## src/rtl/hex_display_scanner.sv

```systemverilog
// Multiplexed hex display driver: one shared active-low abcdefg segment bus,
// per-digit active-low enables, blanking gap per slot, frame-aligned word updates.

module hex7seg (
    input  logic [3:0] digit,
    output logic [1:7] seg_c
);
    // Active-low abcdefg pattern for each hex digit
    always_comb begin
        case (digit)
            4'h0:    seg_c = 7'b0000001;
            4'h1:    seg_c = 7'b1001111;
            4'h2:    seg_c = 7'b0010010;
            4'h3:    seg_c = 7'b0000110;
            4'h4:    seg_c = 7'b1001100;
            4'h5:    seg_c = 7'b0100100;
            4'h6:    seg_c = 7'b0100000;
            4'h7:    seg_c = 7'b0001111;
            4'h8:    seg_c = 7'b0000000;
            4'h9:    seg_c = 7'b0000100;
            4'hA:    seg_c = 7'b0001000;
            4'hB:    seg_c = 7'b1100000;
            4'hC:    seg_c = 7'b0110001;
            4'hD:    seg_c = 7'b1000010;
            4'hE:    seg_c = 7'b0110000;
            default: seg_c = 7'b0111000;
        endcase
    end
endmodule

module hex_display_scanner #(
    parameter int unsigned NUM_DIGITS = 4,
    parameter int unsigned DIV        = 1000,
    parameter int unsigned BLANK      = 16
) (
    input  logic                      clk,
    input  logic                      reset,
    input  logic                      load,
    input  logic [4*NUM_DIGITS-1:0]   value,
    input  logic [NUM_DIGITS-1:0]     blank_mask,
    output logic [NUM_DIGITS-1:0]     an,
    output logic [1:7]                leds,
    output logic                      pending,
    output logic                      frame_done
);
    localparam int unsigned TW = $clog2(DIV);
    localparam int unsigned IW = $clog2(NUM_DIGITS);
    localparam int unsigned DW = 4 * NUM_DIGITS;

    typedef enum logic {
        ST_BLANK,
        ST_SHOW
    } state_t;

    state_t                 state, state_n;
    logic [TW-1:0]          tick, tick_n;
    logic [IW-1:0]          idx, idx_n;
    logic [DW-1:0]          staged, shadow, shadow_n;
    logic [NUM_DIGITS-1:0]  staged_mask, shadow_mask, shadow_mask_n;
    logic                   slot_end, frame_end;
    logic [3:0]             digit;
    logic [1:7]             seg;
    logic [NUM_DIGITS-1:0]  an_n;
    logic [1:7]             leds_n;

    hex7seg u_dec (
        .digit (digit),
        .seg_c (seg)
    );

    // Next-state of the scan; outputs are registered from these values so the
    // first SHOW cycle of a slot already drives the digit.
    always_comb begin
        slot_end      = (tick == TW'(DIV - 1));
        frame_end     = slot_end && (idx == IW'(NUM_DIGITS - 1));
        tick_n        = slot_end ? '0 : tick + TW'(1);
        idx_n         = idx;
        shadow_n      = shadow;
        shadow_mask_n = shadow_mask;
        state_n       = state;
        an_n          = '1;
        leds_n        = '1;

        if (slot_end) begin
            idx_n = frame_end ? '0 : idx + IW'(1);
        end
        if (frame_end) begin
            shadow_n      = staged;
            shadow_mask_n = staged_mask;
        end

        if (slot_end) begin
            state_n = ST_BLANK;
        end else if (state == ST_BLANK && tick_n == TW'(BLANK)) begin
            state_n = ST_SHOW;
        end

        digit = shadow_n[{idx_n, 2'b00} +: 4];
        if (state_n == ST_SHOW && !shadow_mask_n[idx_n]) begin
            an_n[idx_n] = 1'b0;
            leds_n      = seg;
        end
    end

    always_ff @(posedge clk) begin
        if (reset) begin
            tick        <= '0;
            idx         <= '0;
            state       <= ST_BLANK;
            staged      <= '0;
            staged_mask <= '0;
            shadow      <= '0;
            shadow_mask <= '0;
            pending     <= 1'b0;
            frame_done  <= 1'b0;
            an          <= '1;
            leds        <= '1;
        end else begin
            tick        <= tick_n;
            idx         <= idx_n;
            state       <= state_n;
            shadow      <= shadow_n;
            shadow_mask <= shadow_mask_n;
            frame_done  <= frame_end;
            an          <= an_n;
            leds        <= leds_n;
            // A load on the boundary edge stays staged and keeps pending set
            if (load) begin
                staged      <= value;
                staged_mask <= blank_mask;
                pending     <= 1'b1;
            end else if (frame_end) begin
                pending     <= 1'b0;
            end
        end
    end
endmodule

```

## config.mk

```make
export PLATFORM = sky130hd
export DESIGN_NAME = hex_display_scanner
export DESIGN_NICKNAME = d
export VERILOG_FILES = /design/src/rtl/hex_display_scanner.sv
export SDC_FILE = /design/constraint.sdc
export NUM_CORES = 1
export LEC_CHECK = 0
export CORE_AREA = 2 2 79 81
export DETAILED_ROUTE_END_ITERATION = 10
export DIE_AREA = 0 0 81 83
export HOLD_SLACK_MARGIN = 0.02
export PLACE_DENSITY = 0.72
export SKIP_CTS_REPAIR_TIMING = 1
export SKIP_LAST_GASP = 1
export SYNTH_ARGS = -nofsm -noshare
export SYNTH_HDL_FRONTEND = slang
export SYNTH_SLANG_ARGS = --single-unit
```

## constraint.sdc

```tcl
create_clock -name clk -period 4.1 [get_ports clk]
set_input_delay 0.615 -clock clk [delete_from_list [all_inputs] [get_ports clk]]
set_output_delay 0.615 -clock clk [all_outputs]
set_load 0.02 [all_outputs]
```

* Word-level counts from Yosys, hierarchy flattened *
Memory sizes are Yosys's and may differ from the RTL's. A register that Yosys moved wholly into a read port is not among the register bits.
Index checks and enable logic that the tools add are counted.

storage, ports and cells
  output and inout bits = 13
  bits in read-only memories = 112
  bits in registers = 59
  memories kept = 1
  logic and storage cells = 42

memory list
  name              depth  bits a word  rd ports  clocked after memory_dff  wr ports  line  source
  (name not given)  16     7            1         1                         0         10    case (digit)

cells by class
  reduce and logical (&&, ||, !) cells = 7
  shift operators = 1
  $lt $le $gt $ge = 2
  multiplexer cells = 13
  bitwise operators = 3
  equal/unequal tests = 3
  add/subtract/negate cells = 2

operators with widths
  cell                     number
  $mux W16                 1
  $shiftx A16 B5 Y4        1
  $add A10 B1 Y10 const B  1
  $eq A10 B10 Y1 const B   1
  $eq A10 B5 Y1 const B    1
  $mux W10                 1
  $mux W1                  6
  $logic_and A1 B1 Y1      4
  $mux W2                  2
  $mux W4                  1
  $not A4 Y4               1
  $lt A2 B3 Y1 const B     1
  $add A2 B1 Y2 const B    1
  $bmux W1 S2              1
  $demux W1 S2             1
  $eq A2 B2 Y1 const B     1
  $ge A2 B1 Y1 const B     1
  $not A1 Y1               2
  $reduce_bool A2 Y1       1
  $reduce_or A2 Y1         1
  $logic_not A1 Y1         1

* Longest topological paths before layout *
Gate-level depths: netlist of the first run.

  depth after elaboration = 10
  mapped depth = 14
  gate-level depth less buffers = 12

* By module *
Synthesis of the first run repeated with hierarchy kept, for this count alone.

second synthesis, totals
  cell total of the unflattened synthesis = 287
  area total of the unflattened synthesis = 2,865.2 µm²

by module, submodules not included
  module               area each (µm²)  times used  cells each
  hex_display_scanner  2,596.2          1           254
  hex7seg              269.0            1           33

* Least setup slack after synthesis of the first run *
OpenSTA, ideal clock, no wires.

  path kind = register to register
  start = register tick[0]
  end = register leds[4] in the netlist's numbering
  path buffers = 1
  period minus slack after synthesis = 2,929 ps
  path slack = 1,171 ps
  arrival = 2,813 ps
  library setup time = 115 ps
  cell stages (with the launch flop) = 13
  path through = dfxtp_1 -> ha_1 -> nand4_1 -> nor3_2 -> buf_2 -> mux2i_2 -> nor2_1 -> nor4_2 -> inv_2 -> ha_1 -> mux2_4 -> mux2i_1 -> nand2_1

on the way
  word-level cells in the longest chain between the ends = 10
  elaborated cells between the ends (all ways) = 19
  classes of those cells = add/sub: 1; eq/ne: 2; shift: 1; mux: 9; bitwise: 1; reduce/logical: 5

RTL lines
  what                                                                      line  source
  from (decl)                                                               56    logic [TW-1:0] tick, tick_n;
  from (signal assigned)                                                    119   tick <= tick_n;
  parallel branches: the longest is 10 deep, another holds $add A10 B1 Y10  --
  to (decl)                                                                 42    output logic [1:7] leds,

Several ways; the timed one is not identified. The select of a mux whose other input is x is not followed.
A chain may end at the register's enable or synchronous reset.

* Worst setup path in the final report of the first run *
Same ends and word-level chain as after synthesis.

==> summary.md, run 1 <==
| Metric | Value |
|---|---|
| TritonCTS clock tree | `yes` |
| Clk Latency, worst-skew pair | `0.35 ns` |
| Synth async-reset ratio | `0` |
| # setup viols final | `0` |
| I/O Pins | `36` |
| Post-place setup slack | `0.451 ns` |
| Grt ovf | `0` |
| Max Clock Skew | `0.00994 ns` |
| Cell with the most instances after synthesis | `dfxtp_1` |
| Vias/cell | `around 5.4` |
| Synth top area cells | `dfxtp_1, mux2i_1, nor2_1` |
| Final worst-path cycle share | `0.888` |
| Syn nets | `320` |
| Via count | `2142` |
| Setup tns final | `0 ns` |
| Die Y | `83 um` |
| PnR worst setup slack | `about 0.46 ns` |
| Remaining DRCs | `0` |
| Detailed Place HPWL | `3690 um` |
| Post-synthesis sequential area ratio | `0.462` |
| Worst Max-Slew Pin Slew | `1.28 ns` |
| Drt first pass iters | `4` |
| Clk pin slew, worst setup/hold paths | `0.08 ns` |
| Core Box Area | `~5800 um2` |
| Starting Density | `0.492` |
| Register area | `1320 um2` |
| Root buf cell | `clkbuf_8` |
| Maximum vdd drop | `0.259 mV` |
| Clock sink total | `66` |
| GRT Resource Usage Total | `0.189` |
| Post-synth EDFFs | `0` |
| P&R area growth vs syn | `20.3%` |
| Pleak | `between 0.001 and 0.0015 uW` |
| Vias in the first global route | `~2000` |
| Grt met3 use | `0.0435` |
| Final min period | `3.64 ns` |
| Fraction of layout cells with a size suffix above 1 | `0.114` |
| PortBufs | `35` |
| Slew Viols, Final | `0` |
| Clock Path Buffers | `2` |
| CP max FO | `11` |
| YS warnings | `0` |
| Hold Path Class | `flip-flop to flip-flop` |
| Cell taking the most area after synthesis | `dfxtp_1` |
| Status | `finished, final reports clean` |
| DR WL/cell | `14.0 um` |
| Max_slew headroom | `0.146` |
| Die Wd | `between 80 and 90 um` |
| Final hold violations | `0` |
| Diodes inserted | `0` |
| Arr. time, crit path | `3.85 ns` |
| Critical path capture point type | `flip-flop` |
| Met2 GRT Util | `0.268` |
| Crit Path Class | `flip-flop to flip-flop` |
| Kind of start point of the critical path | `flip-flop` |
| Critical path required time | `4.31 ns` |
| First-pass GRT wire length | `roughly 9700 um` |
| Yosys top cell area share | `0.462` |
| Avg Cell Area, Syn | `9.86 um2` |
| F_max | `275 MHz` |
| Busiest grt layer | `met2` |
| Largest net degree at the start of global routing | `56` |
| Seq cells post-synth | `66` |
| Mapped Cells | `290` |
| Util after Layout | `0.591` |
| RSZ-0062 raised after global routing | `no` |
| Mapped cell area | `between 2000 and 3000 um2` |
| DRT Wirelength | `~5600 um` |
| Filler cells | `about 540` |
| DIE AREA | `6720 um2` |
| Top post-synthesis cells by count | `dfxtp_1, nor2_1, mux2i_1` |
| Rows | `28` |
| Gpl congestion | `slightly below 0.9` |
| Total of max-cap violations | `0` |
| # nets final | `350` |
| Top_reg_cell synth | `dfxtp_1` |
| Distinct cells, synth | `45` |
| Total CTS buffers | `9` |
| Post-placement cell count | `384` |
| Area of the multi-input gates | `1430 um2` |
| Initial antenna violation count | `0` |
| Pwr/cell area | `390 nW/um2` |
| Final Non-Filler Cells | `400` |
| Met1 Resource Use GR | `0.259` |
| Final ANT Viol Nets | `0` |
| # H-tree levels | `3` |
| Initial DRC count | `between 150 and 200` |
-- worst max-delay path: stages (launching register included) --
cell,delay (ns)
dfxtp_1,0.35
ha_1,0.27
nand4_1,0.26
nor3_2,0.65
mux2i_2,0.44
nor2_1,0.11
nor4_2,0.56
inv_2,0.12
ha_1,0.27
mux2_4,0.27
mux2i_1,0.13
nand2_1,0.07
-- final cells by class --
type	instances	area share
clock buffers	10	0.0400
multi-input cells	201	0.415
inverters	7	0.00764
flip-flops and latches	66	0.384
repair buffers	35	0.100
clock inverters	6	0.0258
well taps	75	0.0273
-- path summary, 6_finish.rpt --
| kind | start | slack [ns] | cells after the start | end |
|---|---|---|---|---|
| max reg2reg | tick[0] | 0.46 | 11 | leds[4] |
| min reg2reg | tick[0] | 0.46 | 1 | tick[0] |
| max | tick[0] | 0.46 | 11 | leds[4] |
| min | tick[0] | 0.46 | 1 | tick[0] |
-- per-layer routing --
metal  part of all wire  vias to the layer above  routed length, um
met2               0.45                       53               2510
li1                   -                     1066                  -
met3              0.043                       17                241
met1               0.48                     1006               2690
met4              0.031                        0                174
met5                  0                        -                  0
-- kinds of logic after synthesis --
kind of cell	after synthesis	share of synthesized area
multiplexers	50	0.179
XOR/XNOR	6	0.0184
AO/OA/AOI/OAI	28	0.0726
buffers and inverters	23	0.0394
adder cells (fa/ha/maj)	7	0.0306
flip-flops	66	0.462
AND/OR/NAND/NOR	110	0.198
-- registers in the layout, indices dropped and copies added (netlist names), 2 cells and up --
name,cells
leds,7
shadow_mask,4
tick,10
staged,16
shadow,16
an,4
idx,2
staged_mask,4
-- metrics by stage --
step           hold WS, ns  area, um2  power [uW]
6_report             0.461       3440        1340
5_1_grt              0.505       3440        1390
4_1_cts              0.464       3440        1360
3_5_place_dp         0.454       3210         740
3_3_place_gp         0.445       3210         739
2_1_floorplan        0.433       2860         710
-- layout by cell type (no fill, tap or decap), types with 3 or more instances in the layout --
cell type / instances
ha_1: 7
nand2_1: 10
nor3_2: 3
nor2_1: 61
mux2i_1: 46
nand2b_1: 7
o221ai_1: 4
xnor2_1: 3
o22ai_1: 4
dfxtp_1: 66
xor2_1: 3
nor3_1: 9
clkdlybuf4s50_1: 34
nand3_1: 6
inv_1: 5
o21ai_0: 3
clkbuf_8: 10
a21oi_1: 8
-- power by group --
part | switching (uW) | internal (uW)
Clock | 254 | 360
Combinational | 26.0 | 34.7
Sequential | 9.27 | 656
Total | 290 | 1050
Note: power is estimated with default switching activity, not from simulation.
==> run 2: changes to the inputs <==
--- a/config.mk
+++ b/config.mk
@@ -5,11 +5,12 @@
 export SDC_FILE = /design/constraint.sdc
 export NUM_CORES = 1
 export LEC_CHECK = 0
-export CORE_AREA = 2 2 79 81
+export ABC_AREA = 1
+export CORE_AREA = 2 2 83 85
 export DETAILED_ROUTE_END_ITERATION = 10
-export DIE_AREA = 0 0 81 83
+export DIE_AREA = 0 0 85 87
 export HOLD_SLACK_MARGIN = 0.02
-export PLACE_DENSITY = 0.72
+export PLACE_DENSITY = 0.71
 export SKIP_CTS_REPAIR_TIMING = 1
 export SKIP_LAST_GASP = 1
 export SYNTH_ARGS = -nofsm -noshare
==> run 2 against run 1 <==
Compared with the run above: clock-buffer cell count grew 2; combinational power increased by 0.8%; core utilization down 1.8 points; worst setup slack gained 0.95 ns; sequential cell count is the same; die area up 10%; cell area increased by 9.5%.
==> summary.md, run 2 <==
| Metric | Value |
|---|---|
| Status | `finished, final reports clean (unchanged)` |
| Compound-Gate Fraction of Synth Area | `0.0710 (was 0.0726)` |
| DR WL/cell | `11.4 um (was 14.0 um)` |
| Simple-Gate Fraction of Synth Area | `0.388 (was 0.198)` |
| Clock Path Buffers | `2 (unchanged)` |
| Sw Ratio | `0.202 (was 0.216)` |
| Synth Area in XOR/XNOR | `0.00555 (was 0.0184)` |
| Arr. time, crit path | `2.87 ns (was 3.85 ns)` |
| Critical path capture point type | `flip-flop (unchanged)` |
| Register area | `1320 um2 (unchanged)` |
| Die Y | `87 um (was 83 um)` |
| Gpl congestion | `0.884 (was 0.876)` |
| I/O Pins | `36 (unchanged)` |
| Cell with the most instances after synthesis | `nand2_1 (was dfxtp_1)` |
| Clk Latency, worst-skew pair | `0.35 ns (about the same)` |
| Internal power | `1110 uW (was 1050 uW)` |
| Initial antenna violation count | `0 (unchanged)` |
| Slew Viols, Final | `0 (unchanged)` |
| Avg Cell Area, Syn | `7.10 um2 (was 9.86 um2)` |
| Most frequent cells in the layout | `nand2_1, dfxtp_1, nor2_1 (was dfxtp_1, nor2_1, mux2i_1)` |
| Largest family of logic cells by synthesized area | `simple AND/OR/NAND/NOR gates (unchanged)` |
| First-pass GRT wire length | `11100 um (was 9700 um)` |
| # setup viols final | `0 (unchanged)` |
| Multiplexer share of the synthesized area | `0 (was 0.179)` |
| Post-synth EDFFs | `0 (unchanged)` |
| # H-tree levels | `3 (unchanged)` |
| Util after Layout | `0.573 (was 0.591)` |
| Seq cells post-synth | `66 (unchanged)` |
| NetSw | `281 uW (was 290 uW)` |
| Clock share of power | `0.479 (was 0.458)` |
| Top_reg_cell synth | `dfxtp_1 (unchanged)` |
| Crit. Startpoint | `tick[0] (unchanged)` |
| Clock sink total | `66 (unchanged)` |
| Die Wd | `85 um (was 81 um)` |
| Crit Path Class | `flip-flop to flip-flop (unchanged)` |
| Yosys top cell area share | `0.419 (was 0.462)` |
| TritonCTS clock tree | `yes (unchanged)` |
| # nets final | `505 (was 350)` |
| Pwr/cell area | `369 nW/um2 (was 390 nW/um2)` |
| Remaining DRCs | `0 (unchanged)` |
| Worst Max-Slew Pin Slew | `0.828 ns (was 1.28 ns)` |
| GRT Resource Usage Total | `0.188 (was 0.189)` |
| Comb power frac | `0.044 (was 0.045)` |
| Largest net degree at the start of global routing | `53 (was 56)` |
| Root buf cell | `clkbuf_8 (unchanged)` |
| Starting Density | `0.480 (was 0.492)` |
| Hold slack | `0.463 ns (was 0.461 ns)` |
| Vias in the first global route | `2637 (was 2039)` |
| Synth async-reset ratio | `0 (unchanged)` |
| Post-synthesis sequential area ratio | `0.419 (was 0.462)` |
| Final ANT Viol Nets | `0 (unchanged)` |
| Pleak | `0.00170 uW (was 0.00146 uW)` |
| Biggest regs | `shadow (16), staged (16), tick (10) (unchanged)` |
| Cell taking the most area after synthesis | `dfxtp_1 (unchanged)` |
| DIE AREA | `7400 um2 (was 6720 um2)` |
| DRT Wirelength | `6380 um (was 5620 um)` |
| Core Box Area | `6570 um2 (was 5820 um2)` |
| Drt first pass iters | `4 (unchanged)` |
| Fraction of layout cells with a size suffix above 1 | `0.102 (was 0.114)` |
| Distinct cells, synth | `32 (was 45)` |
| Final worst-path cycle share | `0.656 (was 0.888)` |
| Final Non-Filler Cells | `560 (was 400)` |
| Area of the multi-input gates | `1550 um2 (was 1430 um2)` |
| CP max FO | `31 (was 11)` |
| Syn nets | `474 (was 320)` |
| Final hold violations | `0 (unchanged)` |
| Total of max-cap violations | `0 (unchanged)` |
| Diodes inserted | `0 (unchanged)` |
| P&R area growth vs syn | `19.4% (was 20.3%)` |
| Top post-synthesis cells by count | `nand2_1, dfxtp_1, nor2_1 (was dfxtp_1, nor2_1, mux2i_1)` |
| RR Startpoint | `tick[0] (unchanged)` |
| Seq pwr share | `0.477 (was 0.496)` |
| YS warnings | `0 (unchanged)` |
| PortBufs | `35 (unchanged)` |
| Final min period | `2.69 ns (was 3.64 ns)` |
| Maximum vdd drop | `0.213 mV (was 0.259 mV)` |
| Total CTS buffers | `9 (unchanged)` |
| Hold Path Class | `flip-flop to flip-flop (unchanged)` |
| Synth Area in Adders | `0.0278 (was 0.0306)` |
| RSZ-0062 raised after global routing | `no (unchanged)` |
| Kind of start point of the critical path | `flip-flop (unchanged)` |
| Overall Power | `1390 uW (was 1340 uW)` |
| Rows | `30 (was 28)` |
| F_max | `372 MHz (was 275 MHz)` |
| Grt ovf | `0 (unchanged)` |
| Vias/cell | `4.87 (was 5.36)` |
| Post-placement cell count | `544 (was 384)` |
| Most common cell after layout, fill and taps aside | `nand2_1 (was dfxtp_1)` |
| Initial DRC count | `108 (was 185)` |
| Detailed Place HPWL | `4550 um (was 3690 um)` |
| Mapped Cells | `444 (was 290)` |
| Max Clock Skew | `0.0144 ns (was 0.00994 ns)` |
| Setup tns final | `0 ns (unchanged)` |
| Worst Hold Launch | `staged[5] (was tick[0])` |
| Filler cells | `623 (was 539)` |
| Mapped cell area | `3150 um2 (was 2860 um2)` |
| Clk pin slew, worst setup/hold paths | `0.08 ns (about the same)` |
| Critical path required time | `4.29 ns (was 4.31 ns)` |
| Synth top area cells | `dfxtp_1, nand2_1, nor2_1 (was dfxtp_1, mux2i_1, nor2_1)` |
| Via count | `2726 (was 2142)` |
| Max_slew headroom | `0.448 (was 0.146)` |
==> run 2: changes by cell type after synthesis, moves of 8 or more <==
cell      delta
a21oi_1     +13
nand3_1     +27
a211oi_1     +9
nor3_1       -8
nand2_2     +10
nor2_1       -9
inv_1       +40
nand2_1    +129
mux2i_1     -46
==> run 2: final timing paths <==
check / slack [ns] / to / depth (start not counted)
worst max-delay path: 1.41 / leds[6] / 15
worst min-delay path: 0.46 / staged[5] / 2
worst max register to register: 1.41 / leds[6] / 15
worst min register to register: 0.46 / staged[5] / 2
==> run 2: power by group through the flow <==
stage               Sequential [uW]  Clock (uW)  Combinational, uW
floorplan                       677           0               31.3
finish                          663         665               61.2
detailed placement              678           0               61.3
global route                    665         702               69.3
CTS                             663         678               62.1
global placement                678           0               60.2
==> run 2: layout make-up <==
cell class,count,area share
Clock buffer,12,0.0386
Timing Repair Buffer,36,0.0950
Tap cell,80,0.0266
Clock inverter,4,0.0263
Sequential cell,66,0.351
Multi-Input combinational cell,312,0.412
Inverter,50,0.0505
==> run 2: per-stage QoR <==
stage	cell area, um2	worst slack [ns]
after floorplan	3150	1.89
after global placement	3520	1.42
after detailed placement	3520	1.43
after CTS	3760	1.40
after global routing	3760	1.08
final	3760	1.41
==> run 2: kinds of logic (layout without fill, tap and decap cells) <==
kind of cell,Yosys count,in the layout
and+or+nand+nor,264,264
DFF,66,66
buffers and inverters,66,102
AOI/OAI and AO/OA,39,39
adders and majority gates,7,7
xor gates and xnor gates,2,2
==> run 2: layer usage <==
| metal | vias to the layer above | wire length, um | GRT usage |
|---|---|---|---|
| met5 | - | 0 | 0 |
| met4 | 0 | 187 | 0.101 |
| met3 | 18 | 195 | 0.0427 |
| met2 | 48 | 3080 | 0.340 |
| met1 | 1211 | 2920 | 0.203 |
| li1 | 1449 | - | - |
==> run 2: worst max-delay path, cell delays in order (launching register included) <==
cell and delay, ns:
dfxtp_1 0.38, ha_1 0.20, nand2_2 0.11, nor2_8 0.19
nand4_4 0.37, nand2_1 0.15, o21ai_0 0.12, nand2_1 0.10
nand2_1 0.07, nor2_2 0.22, inv_1 0.11, ha_1 0.22
nand2_2 0.09, nand2_1 0.06, nand2_1 0.07, nand3_1 0.07
==> run 3: changes to the inputs <==
--- a/config.mk
+++ b/config.mk
@@ -10,7 +10,7 @@
 export DETAILED_ROUTE_END_ITERATION = 10
 export DIE_AREA = 0 0 85 87
 export HOLD_SLACK_MARGIN = 0.02
-export PLACE_DENSITY = 0.71
+export PLACE_DENSITY = 0.73
 export SKIP_CTS_REPAIR_TIMING = 1
 export SKIP_LAST_GASP = 1
 export SYNTH_ARGS = -nofsm -noshare
==> constraint.sdc (replaced) <==
create_clock -name clk -period 2.3 [get_ports clk]
set_input_delay 0.345 -clock clk [delete_from_list [all_inputs] [get_ports clk]]
set_output_delay 0.345 -clock clk [all_outputs]
set_load 0.02 [all_outputs]
==> run 3 against run 2 <==
Compared with the run above: the run now ends with setup timing left; global-route usage grew 1.3 points; fmax grew 16%; critical path depth stayed put; via count grew 11%; non-clock buffer count grew 46; core utilization up 11 points; cell area is 18% higher; clock-buffer cell count fell by 3; sequential share of layout area shrank 5.3 points; combinational power grew 99%; register-to-register slack lost 1.4 ns; largest cell class unchanged.
==> summary.md, run 3 (synthesized netlist as in run 2, its figures left out) <==
| Metric | Value |
|---|---|
| First-pass GRT wire length | `11800 um (was 11100 um)` |
| Clock sink total | `66 (unchanged)` |
| # H-tree levels | `3 (unchanged)` |
| Kind of start point of the critical path | `flip-flop (unchanged)` |
| GRT Resource Usage Total | `0.200 (was 0.188)` |
| Failing checks | `setup timing` |
| Rows | `30 (unchanged)` |
| Comb power frac | `0.049 (was 0.044)` |
| DRT Wirelength | `7850 um (was 6380 um)` |
| Via count | `3035 (was 2726)` |
| DR WL/cell | `12.9 um (was 11.4 um)` |
| PnR worst setup slack | `-0.0113 ns (was 1.41 ns)` |
| Clock share of power | `0.478 (was 0.479)` |
| # nets final | `553 (was 505)` |
| Sw Ratio | `0.219 (was 0.202)` |
| Util after Layout | `0.678 (was 0.573)` |
| Max_slew headroom | `0.628 (was 0.448)` |
| Register area | `1330 um2 (was 1320 um2)` |
| RSZ-0062 raised after global routing | `yes (was no)` |
| Die Wd | `85 um (unchanged)` |
| Hold slack | `0.462 ns (was 0.463 ns)` |
| Crit Path Class | `flip-flop to flip-flop (unchanged)` |
| Die Y | `87 um (unchanged)` |
| Area of the multi-input gates | `1820 um2 (was 1550 um2)` |
| Clk Latency, worst-skew pair | `0.35 ns (about the same)` |
| Final min period | `2.31 ns (was 2.69 ns)` |
| Biggest regs | `shadow (16), staged (16), tick (10) (unchanged)` |
| Arr. time, crit path | `2.55 ns (was 2.87 ns)` |
| Max Clock Skew | `0.0156 ns (was 0.0144 ns)` |
| Critical path capture point type | `flip-flop (unchanged)` |
| I/O Pins | `36 (unchanged)` |
| Diodes inserted | `0 (unchanged)` |
| Remaining DRCs | `0 (unchanged)` |
| Initial antenna violation count | `0 (unchanged)` |
| Pwr/cell area | `561 nW/um2 (was 369 nW/um2)` |
| DIE AREA | `7400 um2 (unchanged)` |
| Clock Path Buffers | `2 (unchanged)` |
| Internal power | `1950 uW (was 1110 uW)` |
| Vias in the first global route | `2677 (was 2637)` |
| Filler cells | `533 (was 623)` |
| Gpl congestion | `0.878 (was 0.884)` |
| Starting Density | `0.480 (unchanged)` |
| Core Box Area | `6570 um2 (unchanged)` |
| Final worst-path cycle share | `1.00 (was 0.656)` |
| Final hold violations | `0 (unchanged)` |
| Clk pin slew, worst setup/hold paths | `0.08 ns (about the same)` |
| Maximum vdd drop | `0.440 mV (was 0.213 mV)` |
| Drt first pass iters | `4 (unchanged)` |
| Vias/cell | `4.99 (was 4.87)` |
| Critical path required time | `2.53 ns (was 4.29 ns)` |
| Total CTS buffers | `9 (unchanged)` |
| Most frequent cells in the layout | `nand2_1, dfxtp_1, nor2_1 (unchanged)` |
| Slew Viols, Final | `0 (unchanged)` |
| Largest net degree at the start of global routing | `53 (unchanged)` |
| CP max FO | `7 (was 31)` |
| Overall Power | `2500 uW (was 1390 uW)` |
| Grt ovf | `0 (unchanged)` |
| Initial DRC count | `276 (was 108)` |
| Seq pwr share | `0.473 (was 0.477)` |
| Total of max-cap violations | `0 (unchanged)` |
| Root buf cell | `clkbuf_8 (unchanged)` |
| PortBufs | `35 (unchanged)` |
| # setup viols final | `3 (was 0)` |
| Status | `finished, violations left (was finished, final reports clean)` |
| Hold Path Class | `flip-flop to flip-flop (unchanged)` |
| Final ANT Viol Nets | `0 (unchanged)` |
| NetSw | `548 uW (was 281 uW)` |
| Pleak | `0.00202 uW (was 0.00170 uW)` |
| F_max | `433 MHz (was 372 MHz)` |
| Most common cell after layout, fill and taps aside | `nand2_1 (unchanged)` |
| Detailed Place HPWL | `4980 um (was 4550 um)` |
| TritonCTS clock tree | `yes (unchanged)` |
| P&R area growth vs syn | `41.3% (was 19.4%)` |
| Worst Max-Slew Pin Slew | `0.558 ns (was 0.828 ns)` |
| Fraction of layout cells with a size suffix above 1 | `0.280 (was 0.102)` |
==> run 3: through the flow <==
stage,setup slack (ns),TNS (ns),std cells,cell area [um2]
after floorplan,0.0928,0,444,3150
after global placement,-0.0177,-0.0177,572,3740
after detailed placement,-0.0249,-0.0765,572,3740
after CTS,-0.0583,-0.232,588,3990
after global routing,-0.110,-0.579,608,4460
final,-0.0113,-0.0159,608,4460
==> run 3: worst paths after layout <==
| kind | startpoint | end | slack (ns) | depth (start not counted) |
|---|---|---|---|---|
| hold reg to reg | staged[11] | staged[11] | 0.46 | 2 |
| setup / recovery | tick[1] | leds[7] | -0.01 | 15 |
| hold / removal | staged[11] | staged[11] | 0.46 | 2 |
| setup reg to reg | tick[1] | leds[7] | -0.01 | 15 |
==> run 3: layout make-up <==
cell class,count,area share
inverters,50,0.0449
clock inverters,7,0.0264
flip-flops and latches,66,0.298
well taps,80,0.0225
repair buffers,82,0.172
clock buffers,9,0.0278
multi-input cells,314,0.409
==> run 3: power by group through the flow <==
stage          logic [uW]  clock network [uW]  registers [uW]
5_1_grt               137                1260            1190
4_1_cts               118                1210            1180
2_1_floorplan        55.9                   0            1210
3_5_place_dp          118                   0            1210
6_report              122                1190            1180
3_3_place_gp          115                   0            1210
==> run 3: critical path, stage by stage (launching register included) <==
cell	delay (ns)
dfxtp_2	0.36
ha_4	0.15
nand2_4	0.07
nor2_8	0.17
nand4_1	0.25
nand2_8	0.18
nor2_4	0.07
nand2_1	0.09
nand2_2	0.08
nor2_4	0.24
inv_4	0.08
ha_4	0.19
nand2_4	0.07
nand3_1	0.07
nand2_1	0.06
nand2_1	0.04
==> run 3: per-layer routing <==
| metal | vias up | share of wire | track usage |
|---|---|---|---|
| li1 | 1550 | - | - |
| met1 | 1396 | 0.42 | 0.239 |
| met2 | 69 | 0.52 | 0.342 |
| met3 | 20 | 0.035 | 0.0408 |
| met4 | 0 | 0.027 | 0.104 |
| met5 | - | 0 | 0 |
